## src/rtl/seq_datapath.sv

```systemverilog
// seq_datapath: responder end of the capture/op/valid strobe protocol.
// Operands A, B and C are latched from a shared bus on one-hot capture
// strobes. A result is computed on op and published on valid. Strobes that
// arrive out of order set a sticky error flag. Completed transactions are
// counted, and the count saturates at all-ones.
module seq_datapath #(
   parameter int WIDTH = 8,
   parameter int CNT_W = 8
) (
   input  logic               clock,
   input  logic               rst_n,
   input  logic [WIDTH-1:0]   data_in,
   input  logic [1:0]         mode,
   input  logic [2:0]         capture,
   input  logic               op,
   input  logic               valid,
   input  logic               clr_err,
   output logic [WIDTH+1:0]   result,
   output logic               done,
   output logic               err,
   output logic [CNT_W-1:0]   txn_count
);

   localparam int RW = WIDTH + 2;

   // Each state names the strobe it accepts next: capture[0], capture[1],
   // capture[2], op, valid.
   typedef enum logic [2:0] {
      IDLE,
      GOT_A,
      GOT_B,
      GOT_C,
      COMPUTED
   } state_e;

   // One-hot strobe codes within s = {valid, op, capture[2:0]}.
   localparam logic [4:0] S_CAP_A = 5'b00001;
   localparam logic [4:0] S_CAP_B = 5'b00010;
   localparam logic [4:0] S_CAP_C = 5'b00100;
   localparam logic [4:0] S_OP    = 5'b01000;
   localparam logic [4:0] S_VALID = 5'b10000;

   state_e            state_q, state_d;
   logic [WIDTH-1:0]  a_q, a_d, b_q, b_d, c_q, c_d;
   logic [1:0]        mode_q, mode_d;
   logic [RW-1:0]     acc_q, acc_d;
   logic [RW-1:0]     result_q, result_d;
   logic              done_q, done_d;
   logic              err_q, err_d;
   logic [CNT_W-1:0]  cnt_q, cnt_d;

   logic [4:0]        strobe;
   logic              proto_err;
   logic [RW-1:0]     f_val;
   logic [WIDTH-1:0]  max_ab, max_abc, min_ab, min_abc;

   assign strobe = {valid, op, capture};

   // Operation on the latched operands. The operands are zero-extended, and
   // the result wraps modulo 2^(WIDTH+2).
   always_comb begin
      max_ab  = (a_q > b_q) ? a_q : b_q;
      max_abc = (max_ab > c_q) ? max_ab : c_q;
      min_ab  = (a_q < b_q) ? a_q : b_q;
      min_abc = (min_ab < c_q) ? min_ab : c_q;
      unique case (mode_q)
         2'b00:   f_val = RW'(a_q) + RW'(b_q) + RW'(c_q);
         2'b01:   f_val = RW'(a_q) + RW'(b_q) - RW'(c_q);
         2'b10:   f_val = RW'(max_abc);
         default: f_val = RW'(min_abc);
      endcase
   end

   // Next-state logic. Every state accepts exactly one lone strobe. Any other
   // non-zero strobe vector is a protocol error, which sends the FSM to IDLE.
   // A lone capture[0] in that case also restarts the transaction.
   always_comb begin
      // NOTE: every variable gets a default before the case, so no path
      // leaves a variable unassigned and no latch is inferred.
      state_d   = state_q;
      a_d       = a_q;
      b_d       = b_q;
      c_d       = c_q;
      mode_d    = mode_q;
      acc_d     = acc_q;
      result_d  = result_q;
      cnt_d     = cnt_q;
      done_d    = 1'b0;
      proto_err = 1'b0;

      if (strobe != 5'b00000) begin
         unique case (state_q)
            IDLE: begin
               if (strobe == S_CAP_A) begin
                  a_d     = data_in;
                  mode_d  = mode;
                  state_d = GOT_A;
               end else begin
                  proto_err = 1'b1;
               end
            end
            GOT_A: begin
               if (strobe == S_CAP_B) begin
                  b_d     = data_in;
                  state_d = GOT_B;
               end else begin
                  proto_err = 1'b1;
               end
            end
            GOT_B: begin
               if (strobe == S_CAP_C) begin
                  c_d     = data_in;
                  state_d = GOT_C;
               end else begin
                  proto_err = 1'b1;
               end
            end
            GOT_C: begin
               if (strobe == S_OP) begin
                  acc_d   = f_val;
                  state_d = COMPUTED;
               end else begin
                  proto_err = 1'b1;
               end
            end
            COMPUTED: begin
               if (strobe == S_VALID) begin
                  result_d = acc_q;
                  done_d   = 1'b1;
                  if (cnt_q != {CNT_W{1'b1}}) cnt_d = cnt_q + CNT_W'(1);
                  state_d  = IDLE;
               end else begin
                  proto_err = 1'b1;
               end
            end
            default: proto_err = 1'b1;
         endcase

         if (proto_err) begin
            state_d = IDLE;
            if (strobe == S_CAP_A) begin
               a_d     = data_in;
               mode_d  = mode;
               state_d = GOT_A;
            end
         end
      end

      // A new error wins over clr_err in the same cycle.
      err_d = (err_q & ~clr_err) | proto_err;
   end

   // State register. Reset abandons any transaction in flight and clears
   // every register, the operands included.
   always_ff @(posedge clock or negedge rst_n) begin
      if (!rst_n) begin
         state_q  <= IDLE;
         a_q      <= '0;
         b_q      <= '0;
         c_q      <= '0;
         mode_q   <= '0;
         acc_q    <= '0;
         result_q <= '0;
         done_q   <= 1'b0;
         err_q    <= 1'b0;
         cnt_q    <= '0;
      end else begin
         // NOTE: non-blocking assignments, so every register samples the
         // values from before the clock edge.
         state_q  <= state_d;
         a_q      <= a_d;
         b_q      <= b_d;
         c_q      <= c_d;
         mode_q   <= mode_d;
         acc_q    <= acc_d;
         result_q <= result_d;
         done_q   <= done_d;
         err_q    <= err_d;
         cnt_q    <= cnt_d;
      end
   end

   assign result    = result_q;
   assign done      = done_q;
   assign err       = err_q;
   assign txn_count = cnt_q;

endmodule

```

## config.mk

```make
export PLATFORM = sky130hd
export DESIGN_NAME = seq_datapath
export DESIGN_NICKNAME = d
export VERILOG_FILES = /design/src/rtl/seq_datapath.sv
export SDC_FILE = /design/constraint.sdc
export NUM_CORES = 1
export LEC_CHECK = 0
export ABC_CLOCK_PERIOD_IN_PS = 4700
export BUFFER_PORTS_ARGS = -buffer_cell sky130_fd_sc_hd__buf_2
export CAP_MARGIN = 20
export CORE_UTILIZATION = 61
export CTS_CLUSTER_DIAMETER = 100
export DETAILED_ROUTE_END_ITERATION = 8
export PLACE_DENSITY_LB_ADDON = 0.08
export SLEW_MARGIN = 40
export SYNTH_ARGS = -nofsm -noshare
export SYNTH_HDL_FRONTEND = slang
export SYNTH_SLANG_ARGS = --single-unit
```

## constraint.sdc

```tcl
create_clock -name clock -period 4.7 [get_ports clock]
set_input_delay 0.47 -clock clock [delete_from_list [all_inputs] [get_ports clock]]
set_output_delay 0.47 -clock clock [all_outputs]
set_load 0.01 [all_outputs]
```

Yosys cells after proc, flatten, opt, wreduce, memory -nomap -nowiden

Cells that the tools add are included.

Word-level logic and storage cells: 80
Latch bits: 0
Memories: 0
ROM bits: 0
Input bits: 18
Output and inout port bits: 20
Flip-flop bits (word level): 59
Bits in writable memories: 0

Add/subtract/negate cells: 4
Reductions and logical operators: 10
Muxes and demuxes: 32
Eq/ne operators: 17
Multipliers: 0
Order comparisons: 4
Div/mod/pow operators: 0
Bitwise gates (word level): 3
Shift operators: 0

Operators by type and width:

| cell                                                            | count |
|---|---|
| 8-bit two-way mux                                               | 8 |
| 10-bit one-hot mux with 3 select lines                          | 1 |
| 3-bit two-way mux                                               | 6 |
| 8-bit greater-than comparator                                   | 2 |
| 8-bit less-than comparator                                      | 2 |
| 3-bit inequality test, second input constant                    | 5 |
| 3-bit one-hot mux with 5 select lines                           | 1 |
| 3-bit AND reduction                                             | 4 |
| 1-bit two-way mux                                               | 11 |
| 10-bit by 8-bit adder with 10-bit output                        | 1 |
| 9-bit by 8-bit subtractor with 10-bit output                    | 1 |
| 8-bit by 8-bit adder with 9-bit output                          | 1 |
| 8-bit by 1-bit adder with 8-bit output, second input constant   | 1 |
| 2-bit two-way mux                                               | 4 |
| 8-bit inequality test, second input constant                    | 1 |
| 7-bit AND reduction                                             | 1 |
| 3-bit by 2-bit == test with 1-bit output, second input constant | 2 |
| 6-bit nonzero test                                              | 1 |
| 5-bit by 1-bit == test with 1-bit output, second input constant | 1 |
| 5-bit by 2-bit == test with 1-bit output, second input constant | 1 |
| 5-bit by 3-bit == test with 1-bit output, second input constant | 1 |
| 5-bit by 4-bit == test with 1-bit output, second input constant | 1 |
| 5-bit == test, second input constant                            | 1 |
| 1-bit one-hot mux with 5 select lines                           | 1 |
| other kinds (11)                                                | 11 |

Longest topological paths before layout

Gate-level depths: netlist of run 1.

Word-level depth: 6
Gate-level depth with buffers: 19
Depth with buffers taken out: 18

Worst setup path before layout of run 1

Ideal clock, no wire load.

Path kind: flip-flop to flip-flop
Start point: reg a_q[5]
End point: reg acc_q[7]
Arrival time: 3.476 ns
Setup slack: 1.091 ns
Clock period less this slack: 3.609 ns
Data required time: 4.567 ns
Path buffers: 1
Setup time: 0.133 ns
Cell stages (with the launch flop): 17
Cells stage by stage: dfrtp_1 -> ha_1 -> a21oi_1 -> nor2_1 -> a211oi_4 -> nand2_2 -> mux2_2 -> ha_1 -> a21oi_1 -> o21ai_1 -> a2111o_1 -> nor2_1 -> a31o_1 -> buf_6 -> mux2_4 -> a21oi_1 -> a311oi_1

Longest elaborated chain between the ends: 5
Elaborated cells between the ends (all ways): 12
Those cells by class: add/sub (3); order compare (4); mux (5)

RTL lines:

| item                                                                               | RTL line | text |
|---|---|---|
| start: declaration                                                                 | 44       | `logic [WIDTH-1:0] a_q, a_d, b_q, b_d, c_q, c_d;` |
| start signal: assignment                                                           | 158      | `a_q <= '0;` |
| start signal: assignment                                                           | 171      | `a_q <= a_d;` |
| 8-bit less-than comparator / 8-bit greater-than comparator (equally long branches) | 64, 62   |  |
| 8-bit two-way mux, on equally long branches                                        | 64, 62   |  |
| 8-bit less-than comparator / 8-bit greater-than comparator (equally long branches) | 65, 63   |  |
| 8-bit two-way mux, on equally long branches                                        | 65, 63   |  |
| 10-bit one-hot mux with 3 select lines (*)                                         | 66       | `unique case (mode_q)` |
| end signal: assignment                                                             | 162      | `acc_q <= '0;` |
| end signal: assignment                                                             | 175      | `acc_q <= acc_d;` |
| end: declaration                                                                   | 46       | `logic [RW-1:0] acc_q, acc_d;` |

Every way passes the cells marked *; elsewhere a longest branch is shown, timed or not.
A chain may end at the register's enable or synchronous reset.

Final worst setup path of run 1

Start point: reg b_q[3]
End point: reg acc_q[4]

Longest elaborated chain between the ends: 5
Elaborated cells between the ends (all ways): 12
Those cells by class: add/sub (3); order compare (4); mux (5)

RTL lines:

| item                                                                               | RTL line | text |
|---|---|---|
| start: declaration                                                                 | 44       |  |
| start signal: assignment                                                           | 159      | `b_q <= '0;` |
| start signal: assignment                                                           | 172      | `b_q <= b_d;` |
| 8-bit less-than comparator / 8-bit greater-than comparator (equally long branches) | 64, 62   |  |
| 8-bit two-way mux, on equally long branches                                        | 64, 62   |  |
| 8-bit less-than comparator / 8-bit greater-than comparator (equally long branches) | 65, 63   |  |
| 8-bit two-way mux, on equally long branches                                        | 65, 63   |  |
| 10-bit one-hot mux with 3 select lines (*)                                         | 66       |  |

Marked as above.

==> flow_metrics.env, run 1 <==
export IMPL_postCtsSetupBuffers=0
export IMPL_worst_pin_slew_ns=0.786
export IMPL_synth_main_ff_cell="dfrtp_1"
export IMPL_grt_first_pass_wirelength_mm=17.2
export IMPL_path_max_fanout=8
export IMPL_syn_cell_area_mm2=0.00450
export IMPL_dp_hpwl_mm=8.00
export IMPL_antenna_found_initial=0
export IMPL_ir_worst_vdd_mv=0.283
export IMPL_die_h_um=87.9
export IMPL_cap_violations=0
export IMPL_cp_depth=16
export IMPL_drv_slew=0
export IMPL_clock_latency_ns=0.34
export IMPL_seq_area_frac_synth_pct=32.8
export IMPL_grt_pass1_vias=3498
export IMPL_yosysTopAreaCellShare_pct=32.8
export IMPL_fin_crit_sh_pct=88.7
export IMPL_yosysTopAreaCell="dfrtp_1"
export IMPL_drc=0
export IMPL_cts_buffers=9
export IMPL_required_ns=4.89
export IMPL_yosys_top_cells_count="59 x dfrtp_1, 49 x ha_1, 47 x mux2_2"
export IMPL_max_freq_mhz=240
export IMPL_grt_max_degree=60
export IMPL_path_buf_inv=1
export IMPL_cts_max_path_buffers=2
export IMPL_critPathCaptureType="register"
export IMPL_cts_tree="yes"
export IMPL_fillers=542
export IMPL_routedWlPerCell_um=17.3
export IMPL_gp_congestion=0.954
export IMPL_fin_skew_ns=0.0134
export IMPL_drtIter0Drc=226
export IMPL_hp_class="input pin to asynchronous set/reset pin"
export IMPL_place_area_mm2=0.00475
export IMPL_finalHoldViolCount=0
export IMPL_holdWs_ns=0.185
export IMPL_rows=30
export IMPL_syn_nets=538
export IMPL_drtPass1Iterations=5
export IMPL_setup_ws_ns=0.533
export IMPL_cp_top_family="compound AO/OA/AOI/OAI gates"
export IMPL_synth_cell_types=60
export IMPL_port_buffers=37
export IMPL_status="complete, no violations"
export IMPL_setup_tns_ns=0
export IMPL_syn2layout_area_growth_pct=10.5
export IMPL_timing_rr_end="acc_q[4]$_DFFE_PN0P_"
export IMPL_diodes=0
export IMPL_cp_common_cell="o21ai_1"
export IMPL_power_total_uw=2070
export IMPL_slew_headroom_pct=47.6
export IMPL_min_period_ns=4.17
export IMPL_slowest_delay_ns=0.45
export IMPL_grt_overflow_total=0
export IMPL_vias=3615
export IMPL_pre_cts_slack_ns=0.618
export IMPL_path_clk_slew_ns=0.08
export IMPL_ios=38
export IMPL_power_density_mw_per_mm2=415
export IMPL_initial_utilization_pct=64.8
export IMPL_grt_usage_pct=29.4
export IMPL_leakage_uw=0.00246
export IMPL_routed_wl_mm=10.5
export IMPL_rsz0062_at_grt="false"
export IMPL_finalInstanceArea_mm2=0.00497
export IMPL_final_antenna_net_count=0
export IMPL_dieWidth_um=87.9
export IMPL_htree_levels=3
export IMPL_avgSynthCellArea_um2=9.62
export IMPL_die_area_mm2=0.00773
export IMPL_synth_cells=468
export IMPL_synth_seq_cells=59
export IMPL_crit_chain="inv_1 > ha_1 > o21ai_0 > a21oi_1 > o21ai_1 > nand2_2 > mux2_2 > ha_1 > a21oi_1 > o21ai_1 > a2111o_1 > o21ai_1 > a31o_1 > mux2_1 > nor2_1 > o31ai_1"
export IMPL_crit_arrival_ns=4.35
export IMPL_nets=574
export IMPL_critPathLaunchType="register"
export IMPL_ys_top_cells_by_area="dfrtp_1 33%, ha_1 14%, mux2_2 12%"
export IMPL_yosys_warnings=0
export IMPL_synth_most_common_cell="dfrtp_1"
export IMPL_multiInputGateArea_mm2=0.00281
export IMPL_worstReg2RegStart="b_q[3]$_DFFE_PN0P_"
export IMPL_seq_area_mm2=0.00148
export IMPL_worstSetupPathType="register to register"
export IMPL_cts_root_buf="clkbuf_8"
export IMPL_reg2reg_slack_ns=0.53
export IMPL_synth_edff_count=0
export IMPL_ctsHoldBuffers=0
export IMPL_drive_above_1_share_pct=22.4
export IMPL_setup_viol=0
export IMPL_clock_sinks=59
export IMPL_crit_path_top_delay_cell="a2111o_1"
export IMPL_ff2ff_path_depth=16
export IMPL_synthArstFlopShare_pct=100
export IMPL_viasPerCell=5.98
export IMPL_design_core_area_mm2=0.00694
export IMPL_ctsResizeCount=0
[routing by layer]
metal	share of wire (%)	vias to the layer above	routed length (um)	GRT usage (%)
met5	0	-	0	0
met4	1.6	0	164	7.00
met3	5.9	16	613	4.71
met2	45	123	4700	46.4
met1	48	1724	4990	42.3
li1	-	1752	-	-
[power by group]
part | switching, uW | internal, uW | total, uW
Combinational | 547 | 398 | 945
Sequential | 58.2 | 534 | 592
Clock | 227 | 302 | 529
Total | 832 | 1230 | 2070
[final cells by class]
cell class	count	area share (%)
well taps	96	2.42
multi-input cells	358	56.5
clock inverters	7	2.01
clock buffers	9	2.49
flip-flops and latches	59	29.7
repair buffers	39	4.10
inverters	37	2.79
[stage by stage]
stage / cells / util (%)
floorplan: 468 / -
global placement: 589 / 68.3
detailed placement: 589 / 68.3
CTS: 605 / 71.6
global route: 605 / 71.6
finish: 605 / 71.6
[cells in the final DEF, fill, tap and decap left out, types with 4 or more instances in the layout]
| cell type | Yosys | routed |
|---|---|---|
| o21ai_0 | 17 | 17 |
| a21oi_1 | 29 | 29 |
| nor2b_1 | 5 | 5 |
| ha_1 | 49 | 49 |
| o211ai_1 | 6 | 6 |
| nand3_1 | 7 | 7 |
| o21bai_1 | 6 | 6 |
| nor2_1 | 36 | 36 |
| o31ai_1 | 4 | 4 |
| dfrtp_1 | 59 | 59 |
| xor2_1 | 6 | 6 |
| nor3_1 | 11 | 11 |
| mux2_2 | 47 | 47 |
| nand2_1 | 32 | 32 |
| buf_2 | 1 | 37 |
| a31oi_1 | 8 | 8 |
| xnor2_1 | 14 | 14 |
| mux2i_1 | 7 | 7 |
| nand4_1 | 6 | 6 |
| o21ai_1 | 5 | 5 |
| clkbuf_8 | 0 | 9 |
| nand2b_1 | 10 | 10 |
| inv_1 | 37 | 37 |
[state kept, by name (all words and copies together), names as in the netlist]
register,count
done,1
state_q,3
acc_q,10
c_q,8
b_q,8
a_q,8
mode_q,2
txn_count,8
result,10
err,1
[worst register-to-register path, stage by stage, from the launching register on]
cell and delay [ns]:
dfrtp_1 0.42, inv_1 0.09, ha_1 0.38, o21ai_0 0.11, a21oi_1 0.15, o21ai_1 0.15, nand2_2 0.20, mux2_2 0.38
ha_1 0.31, a21oi_1 0.16, o21ai_1 0.11, a2111o_1 0.45, o21ai_1 0.15, a31o_1 0.40, mux2_1 0.39, nor2_1 0.10
o31ai_1 0.08
[worst max path at each step]
stage	start	to	slack, ns
4_1_cts	b_q[7]$_DFFE_PN0P_	acc_q[4]$_DFFE_PN0P_	0.61
5_1_grt	b_q[7]$_DFFE_PN0P_	acc_q[2]$_DFFE_PN0P_	0.21
3_5_place_dp	b_q[5]$_DFFE_PN0P_	acc_q[4]$_DFFE_PN0P_	0.62
2_1_floorplan	a_q[5]$_DFFE_PN0N_	acc_q[7]$_DFFE_PN0P_	1.09
6_report	b_q[3]$_DFFE_PN0P_	acc_q[4]$_DFFE_PN0P_	0.53
3_3_place_gp	b_q[7]$_DFFE_PN0P_	acc_q[2]$_DFFE_PN0P_	0.67
[logic make-up (layout without fill, tap and decap cells)]
group | after synthesis | after routing | share of synthesized area (%)
XOR/XNOR | 20 | 20 | 3.89
buffers and inverters | 51 | 92 | 4.78
flip-flops | 59 | 59 | 32.8
adder cells (fa/ha/maj) | 52 | 52 | 15.0
multiplexers | 57 | 57 | 14.2
AND/OR/NAND/NOR | 125 | 125 | 13.6
AO/OA/AOI/OAI | 104 | 104 | 15.8
Power figures use the tool's default switching activity.
==> inputs of run 2 (changes only) <==
--- a/config.mk
+++ b/config.mk
@@ -8,7 +8,8 @@
 export ABC_CLOCK_PERIOD_IN_PS = 4700
 export BUFFER_PORTS_ARGS = -buffer_cell sky130_fd_sc_hd__buf_2
 export CAP_MARGIN = 20
-export CORE_UTILIZATION = 61
+export CORE_MARGIN = 4
+export CORE_UTILIZATION = 60
 export CTS_CLUSTER_DIAMETER = 100
 export DETAILED_ROUTE_END_ITERATION = 8
 export PLACE_DENSITY_LB_ADDON = 0.08
==> run 2 against run 1 <==
  * Clock power is essentially flat
  * Sequential power is essentially flat
  * Largest power group unchanged
  * Combinational power grew 2%
  * Clock skew grew 0.0060 ns
  * Hold slack lost 0.016 ns
  * Critical endpoint is now acc_q[7]$_DFFE_PN0P_
  * Wire length grew 3.5%
  * Global-route usage shrank 3.7 points
  * Die area grew 16%
  * Highest routed layer unchanged
==> flow_metrics.env, run 2 (synthesized netlist as in run 1, its figures left out) <==
export IMPL_grt_first_pass_wirelength_mm=17.6
export IMPL_critPathCaptureType="register"
export IMPL_numPlacedInstances=593
export IMPL_ctsHoldBuffers=0
export IMPL_grt_util_met1_pct=35.3
export IMPL_die_area_mm2=0.00895
export IMPL_fillers=633
export IMPL_initial_utilization_pct=61.7
export IMPL_grt_usage_pct=25.7
export IMPL_crit_chain="inv_1 > ha_1 > a21oi_1 > nor2_1 > a211oi_4 > nand2_2 > mux2_2 > ha_1 > a21oi_1 > o21ai_1 > a2111o_1 > nor2_1 > a31o_1 > mux2_4 > a21oi_1 > a311oi_1"
export IMPL_grt_met3_usage_pct=4.86
export IMPL_seqPwrFrac_pct=28.3
export IMPL_grt_max_degree=60
export IMPL_drv_slew=0
export IMPL_cap_violations=0
export IMPL_syn2layout_area_growth_pct=10.7
export IMPL_final_common_cell="dfrtp_1"
export IMPL_path_clk_slew_ns=0.08
export IMPL_design_core_area_mm2=0.00729
export IMPL_dieWidth_um=94.6
export IMPL_antenna_found_initial=0
export IMPL_clkPwrFrac_pct=25.4
export IMPL_setup_tns_ns=0
export IMPL_critPathLaunchType="register"
export IMPL_cts_max_path_buffers=2
export IMPL_diodes=0
export IMPL_ios=38
export IMPL_min_period_ns=4.14
export IMPL_finalHoldViolCount=0
export IMPL_startpoint="b_q[5]$_DFFE_PN0P_"
export IMPL_p_sw_share_pct=40.6
export IMPL_postCtsSetupBuffers=0
export IMPL_switchingPower_uw=845
export IMPL_cts_buffers=9
export IMPL_worstSetupPathType="register to register"
export IMPL_cp_top_family="compound AO/OA/AOI/OAI gates"
export IMPL_clock_sinks=59
export IMPL_cts_root_buf="clkbuf_8"
export IMPL_final_cell_mix="59 x dfrtp_1, 49 x ha_1, 47 x mux2_2"
export IMPL_vias=3676
export IMPL_p_int_uw=1230
export IMPL_fin_skew_ns=0.0194
export IMPL_drtPass1Iterations=5
export IMPL_rsz0062_at_grt="false"
export IMPL_gp_congestion=0.994
export IMPL_pwr_share_comb_pct=46.3
export IMPL_grt_overflow_total=0
export IMPL_clock_latency_ns=0.34
export IMPL_viasPerCell=6.04
export IMPL_ir_worst_vdd_mv=0.297
export IMPL_final_antenna_net_count=0
export IMPL_max_freq_mhz=242
export IMPL_rows=31
export IMPL_path_max_fanout=8
export IMPL_hp_class="input pin to asynchronous set/reset pin"
export IMPL_power_density_mw_per_mm2=417
export IMPL_crit_arrival_ns=4.36
export IMPL_routed_wl_mm=10.8
export IMPL_port_buffers=37
export IMPL_status="complete, no violations"
export IMPL_htree_levels=3
export IMPL_slew_headroom_pct=48.6
export IMPL_grtUsageMet2_pct=40.2
export IMPL_dp_hpwl_mm=8.30
export IMPL_worstReg2RegStart="b_q[5]$_DFFE_PN0P_"
export IMPL_crit_path_top_delay_cell="a2111o_1"
export IMPL_die_h_um=94.6
export IMPL_drtIter0Drc=200
export IMPL_final_cells=609
export IMPL_leakage_uw=0.00247
export IMPL_cts_tree="yes"
export IMPL_drive_above_1_share_pct=22.5
export IMPL_drc=0
export IMPL_setup_viol=0
export IMPL_worst_pin_slew_ns=0.771
export IMPL_ctsResizeCount=0
export IMPL_path_buf_inv=1
export IMPL_grt_pass1_vias=3603
export IMPL_busiest_layer="met2"
export IMPL_required_ns=4.93
export IMPL_fin_crit_sh_pct=88.0
export IMPL_nets=575
export IMPL_routedWlPerCell_um=17.8
export IMPL_slowest_delay_ns=0.44
export IMPL_cp_common_cell="a21oi_1"
-- run 2: cell types whose count changed in the layout (fill, tap and decap cells not counted), sizes merged --
cell,change
buf,+1
-- run 2: worst reg2reg max path: stages (launching register included) --
cell and delay, ns:
dfrtp_1 0.40, inv_1 0.06, ha_1 0.34, a21oi_1 0.18
nor2_1 0.09, a211oi_4 0.31, nand2_2 0.21, mux2_2 0.35
ha_1 0.31, a21oi_1 0.15, o21ai_1 0.09, a2111o_1 0.44
nor2_1 0.12, a31o_1 0.43, mux2_4 0.34, a21oi_1 0.15
a311oi_1 0.06
-- run 2: area by class of cell --
cell class / instances / area [um2] / area share [%]
clock buffer: 9 / 124 / 2.48
clock inverter: 7 / 100 / 2.01
inverter: 37 / 139 / 2.79
multi-input combinational: 358 / 2810 / 56.4
sequential: 59 / 1480 / 29.6
tap: 99 / 124 / 2.48
timing repair buffer: 40 / 211 / 4.24
-- run 2: power groups by stage --
stage	combinational [uW]	sequential, uW	clock [uW]
final	962	589	528
after global routing	1060	596	557
after CTS	945	588	536
after detailed placement	939	598	0
after global placement	906	596	0
after floorplan	756	570	0
-- run 2: worst paths after layout --
path,to,slack (ns),cells past startpoint
max,acc_q[7]$_DFFE_PN0P_,0.56,16
min,acc_q[2]$_DFFE_PN0P_,0.17,2
max reg2reg,acc_q[7]$_DFFE_PN0P_,0.56,16
min reg2reg,acc_q[9]$_DFFE_PN0P_,0.48,2
max in group asynchronous,b_q[4]$_DFFE_PN0P_,4.11,2
min in group clock,err$_DFF_PN0_,0.31,2
-- run 2: layer usage --
layer,routed length [um],up-vias
met1,4920,1787
li1,-,1757
met4,287,0
met5,0,-
met3,580,22
met2,5040,110
-- run 2: metrics by stage --
stage | worst slack (ns) | area, um2 | power (uW) | hold WS, ns | util (%)
after floorplan | 1.09 | 4500 | 1330 | 0.174 | -
after global placement | 0.741 | 4760 | 1500 | 0.461 | 65.2
after detailed placement | 0.626 | 4760 | 1540 | 0.471 | 65.2
after CTS | 0.603 | 4980 | 2070 | 0.296 | 68.3
after global routing | 0.331 | 4980 | 2210 | 0.232 | 68.4
final | 0.563 | 4980 | 2080 | 0.169 | 68.4
==> inputs of run 3 (changes only) <==
--- a/config.mk
+++ b/config.mk
@@ -5,11 +5,10 @@
 export SDC_FILE = /design/constraint.sdc
 export NUM_CORES = 1
 export LEC_CHECK = 0
-export ABC_CLOCK_PERIOD_IN_PS = 4700
 export BUFFER_PORTS_ARGS = -buffer_cell sky130_fd_sc_hd__buf_2
 export CAP_MARGIN = 20
 export CORE_MARGIN = 4
-export CORE_UTILIZATION = 60
+export CORE_UTILIZATION = 55
 export CTS_CLUSTER_DIAMETER = 100
 export DETAILED_ROUTE_END_ITERATION = 8
 export PLACE_DENSITY_LB_ADDON = 0.08
==> constraint.sdc (replaced) <==
create_clock -name clock -period 3.8 [get_ports clock]
set_input_delay 0.38 -clock clock [delete_from_list [all_inputs] [get_ports clock]]
set_output_delay 0.38 -clock clock [all_outputs]
set_load 0.01 [all_outputs]
==> run 3 against run 2 <==
  * The run now ends with negative hold slack left
  * Final cell count up 4.6%
  * Clock-buffer cell count unchanged
  * Power up 33%
  * Flip-flop and latch count unchanged
  * Wire length up 2.9%
  * Final area up 5.3%
  * Core utilization down 1.5 points
  * Largest power group unchanged
  * Sequential share of layout area down 1.5 points
  * Via count up 2.4%
  * Register-to-register slack worse by 0.41 ns
  * Non-clock buffer count up 25
  * Critical path depth up 1
==> flow_metrics.env, run 3 (synthesized netlist as in run 1, its figures left out) <==
export IMPL_htree_levels=3
export IMPL_grt_max_degree=35
export IMPL_fin_crit_sh_pct=96.0
export IMPL_hp_class="input pin to asynchronous set/reset pin"
export IMPL_nets=600
export IMPL_gp_congestion=0.946
export IMPL_pwr_share_comb_pct=50.2
export IMPL_slowest_delay_ns=0.42
export IMPL_clock_latency_ns=0.36
export IMPL_dieWidth_um=98.5
export IMPL_die_h_um=98.5
export IMPL_timing_rr_end="acc_q[4]$_DFFE_PN0P_"
export IMPL_worst_pin_slew_ns=0.765
export IMPL_final_cell_mix="58 x dfrtp_1, 48 x mux2_2, 48 x ha_1"
export IMPL_drc=0
export IMPL_path_max_fanout=8
export IMPL_grt_overflow_total=0
export IMPL_cp_top_family="compound AO/OA/AOI/OAI gates"
export IMPL_crit_chain="inv_1 > ha_1 > nand2_2 > nor2_1 > a211oi_4 > nand2_2 > mux2_2 > ha_1 > a21oi_1 > o21ai_1 > a2111o_1 > nor2_2 > a31o_1 > buf_12 > mux2_2 > nor2_1 > o31ai_1"
export IMPL_worstSetupPathType="register to register"
export IMPL_cts_tree="yes"
export IMPL_cts_max_path_buffers=2
export IMPL_drtIter0Drc=216
export IMPL_diodes=0
export IMPL_ir_worst_vdd_mv=0.318
export IMPL_cts_buffers=9
export IMPL_leakage_uw=0.00261
export IMPL_min_period_ns=3.65
export IMPL_rows=32
export IMPL_p_sw_share_pct=39.4
export IMPL_syn2layout_area_growth_pct=16.6
export IMPL_cap_violations=0
export IMPL_setup_viol=0
export IMPL_port_buffers=37
export IMPL_drive_above_1_share_pct=28.8
export IMPL_die_area_mm2=0.00970
export IMPL_final_cells=637
export IMPL_required_ns=4.03
export IMPL_path_clk_slew_ns=0.09
export IMPL_crit_arrival_ns=3.88
export IMPL_switchingPower_uw=1090
export IMPL_fin_skew_ns=0.0195
export IMPL_power_total_uw=2770
export IMPL_drtPass1Iterations=4
export IMPL_reg2reg_slack_ns=0.15
export IMPL_critPathCaptureType="register"
export IMPL_numPlacedInstances=620
export IMPL_crit_path_top_delay_cell="a2111o_1"
export IMPL_clock_sinks=59
export IMPL_ctsHoldBuffers=0
export IMPL_routedWlPerCell_um=17.5
export IMPL_path_buf_inv=2
export IMPL_p_int_uw=1680
export IMPL_failed_checks="negative hold slack"
export IMPL_critPathLaunchType="register"
export IMPL_status="complete, but fails checks"
export IMPL_power_density_mw_per_mm2=528
export IMPL_cts_root_buf="clkbuf_8"
export IMPL_final_antenna_net_count=0
export IMPL_routed_wl_mm=11.1
export IMPL_max_freq_mhz=274
export IMPL_seqPwrFrac_pct=25.7
export IMPL_slew_headroom_pct=49.0
export IMPL_antenna_found_initial=0
export IMPL_vias=3764
export IMPL_viasPerCell=5.91
export IMPL_finalHoldViolCount=24
export IMPL_grt_pass1_vias=3712
export IMPL_ios=38
export IMPL_grt_first_pass_wirelength_mm=18.5
export IMPL_worstReg2RegStart="b_q[6]$_DFFE_PN0P_"
export IMPL_holdWs_ns=-0.0222
export IMPL_clkPwrFrac_pct=24.1
export IMPL_drv_slew=0
export IMPL_initial_utilization_pct=57.4
export IMPL_dp_hpwl_mm=8.66
export IMPL_final_common_cell="dfrtp_1"
export IMPL_grt_usage_pct=23.7
export IMPL_ff2ff_path_depth=17
export IMPL_design_core_area_mm2=0.00785
## run 3: cell types whose count changed in the layout (fill, tap and decap cells not counted), sizes merged
cell,previous run,this run
buf,40,65
clkinv,4,3
inv,38,39
## run 3: final cells by class
type	count	area (um2)
inverter	37	139
tap	102	128
clock inverter	7	100
sequential	59	1480
fill	645	2600
timing repair buffer	65	410
multi-input combinational	358	2870
clock buffer	9	124
## run 3: per-layer routing
metal | up-vias | share of wire [%] | global-route usage [%]
met3 | 28 | 5.2 | 4.95
met5 | - | 0 | 0
li1 | 1804 | - | -
met4 | 0 | 2.5 | 7.35
met1 | 1805 | 46 | 33.5
met2 | 127 | 46 | 36.8
## run 3: worst max path at each step
stage / cells past startpoint / slack (ns) / startpoint / endpoint
floorplan: 16 / 0.19 / a_q[5]$_DFFE_PN0N_ / acc_q[7]$_DFFE_PN0P_
global placement: 16 / 0.16 / a_q[5]$_DFFE_PN0N_ / acc_q[4]$_DFFE_PN0P_
detailed placement: 16 / 0.13 / a_q[5]$_DFFE_PN0N_ / acc_q[4]$_DFFE_PN0P_
CTS: 16 / 0.06 / a_q[5]$_DFFE_PN0N_ / acc_q[4]$_DFFE_PN0P_
global route: 17 / -0.02 / b_q[6]$_DFFE_PN0P_ / acc_q[4]$_DFFE_PN0P_
finish: 17 / 0.15 / b_q[6]$_DFFE_PN0P_ / acc_q[4]$_DFFE_PN0P_
## run 3: through the flow
stage | worst slack [ns] | utilization [%] | hold slack, ns | setup TNS (ns) | cell area (um2)
after detailed placement | 0.125 | 63.1 | 0.477 | 0 | 4950
after global placement | 0.156 | 63.1 | 0.463 | 0 | 4950
after global routing | -0.0174 | 66.9 | 0.00921 | -0.0174 | 5250
after CTS | 0.0649 | 66.0 | 0.134 | 0 | 5180
after floorplan | 0.191 | - | 0.0844 | 0 | 4500
final | 0.151 | 66.9 | -0.0222 | 0 | 5250
## run 3: what timing repair did
| action | 4_1_cts | 5_1_grt |
|---|---|---|
| endpoints found under the setup margin | 0 | 9 |
| buffers inserted | 0 | 1 |
| gates resized for setup | 0 | 16 |
## run 3: power by group through the flow
stage | clock [uW] | combinational, uW | sequential (uW)
5_1_grt | 705 | 1530 | 720
4_1_cts | 680 | 1320 | 710
3_5_place_dp | 0 | 1310 | 722
3_3_place_gp | 0 | 1290 | 721
6_report | 668 | 1390 | 714
2_1_floorplan | 0 | 935 | 705
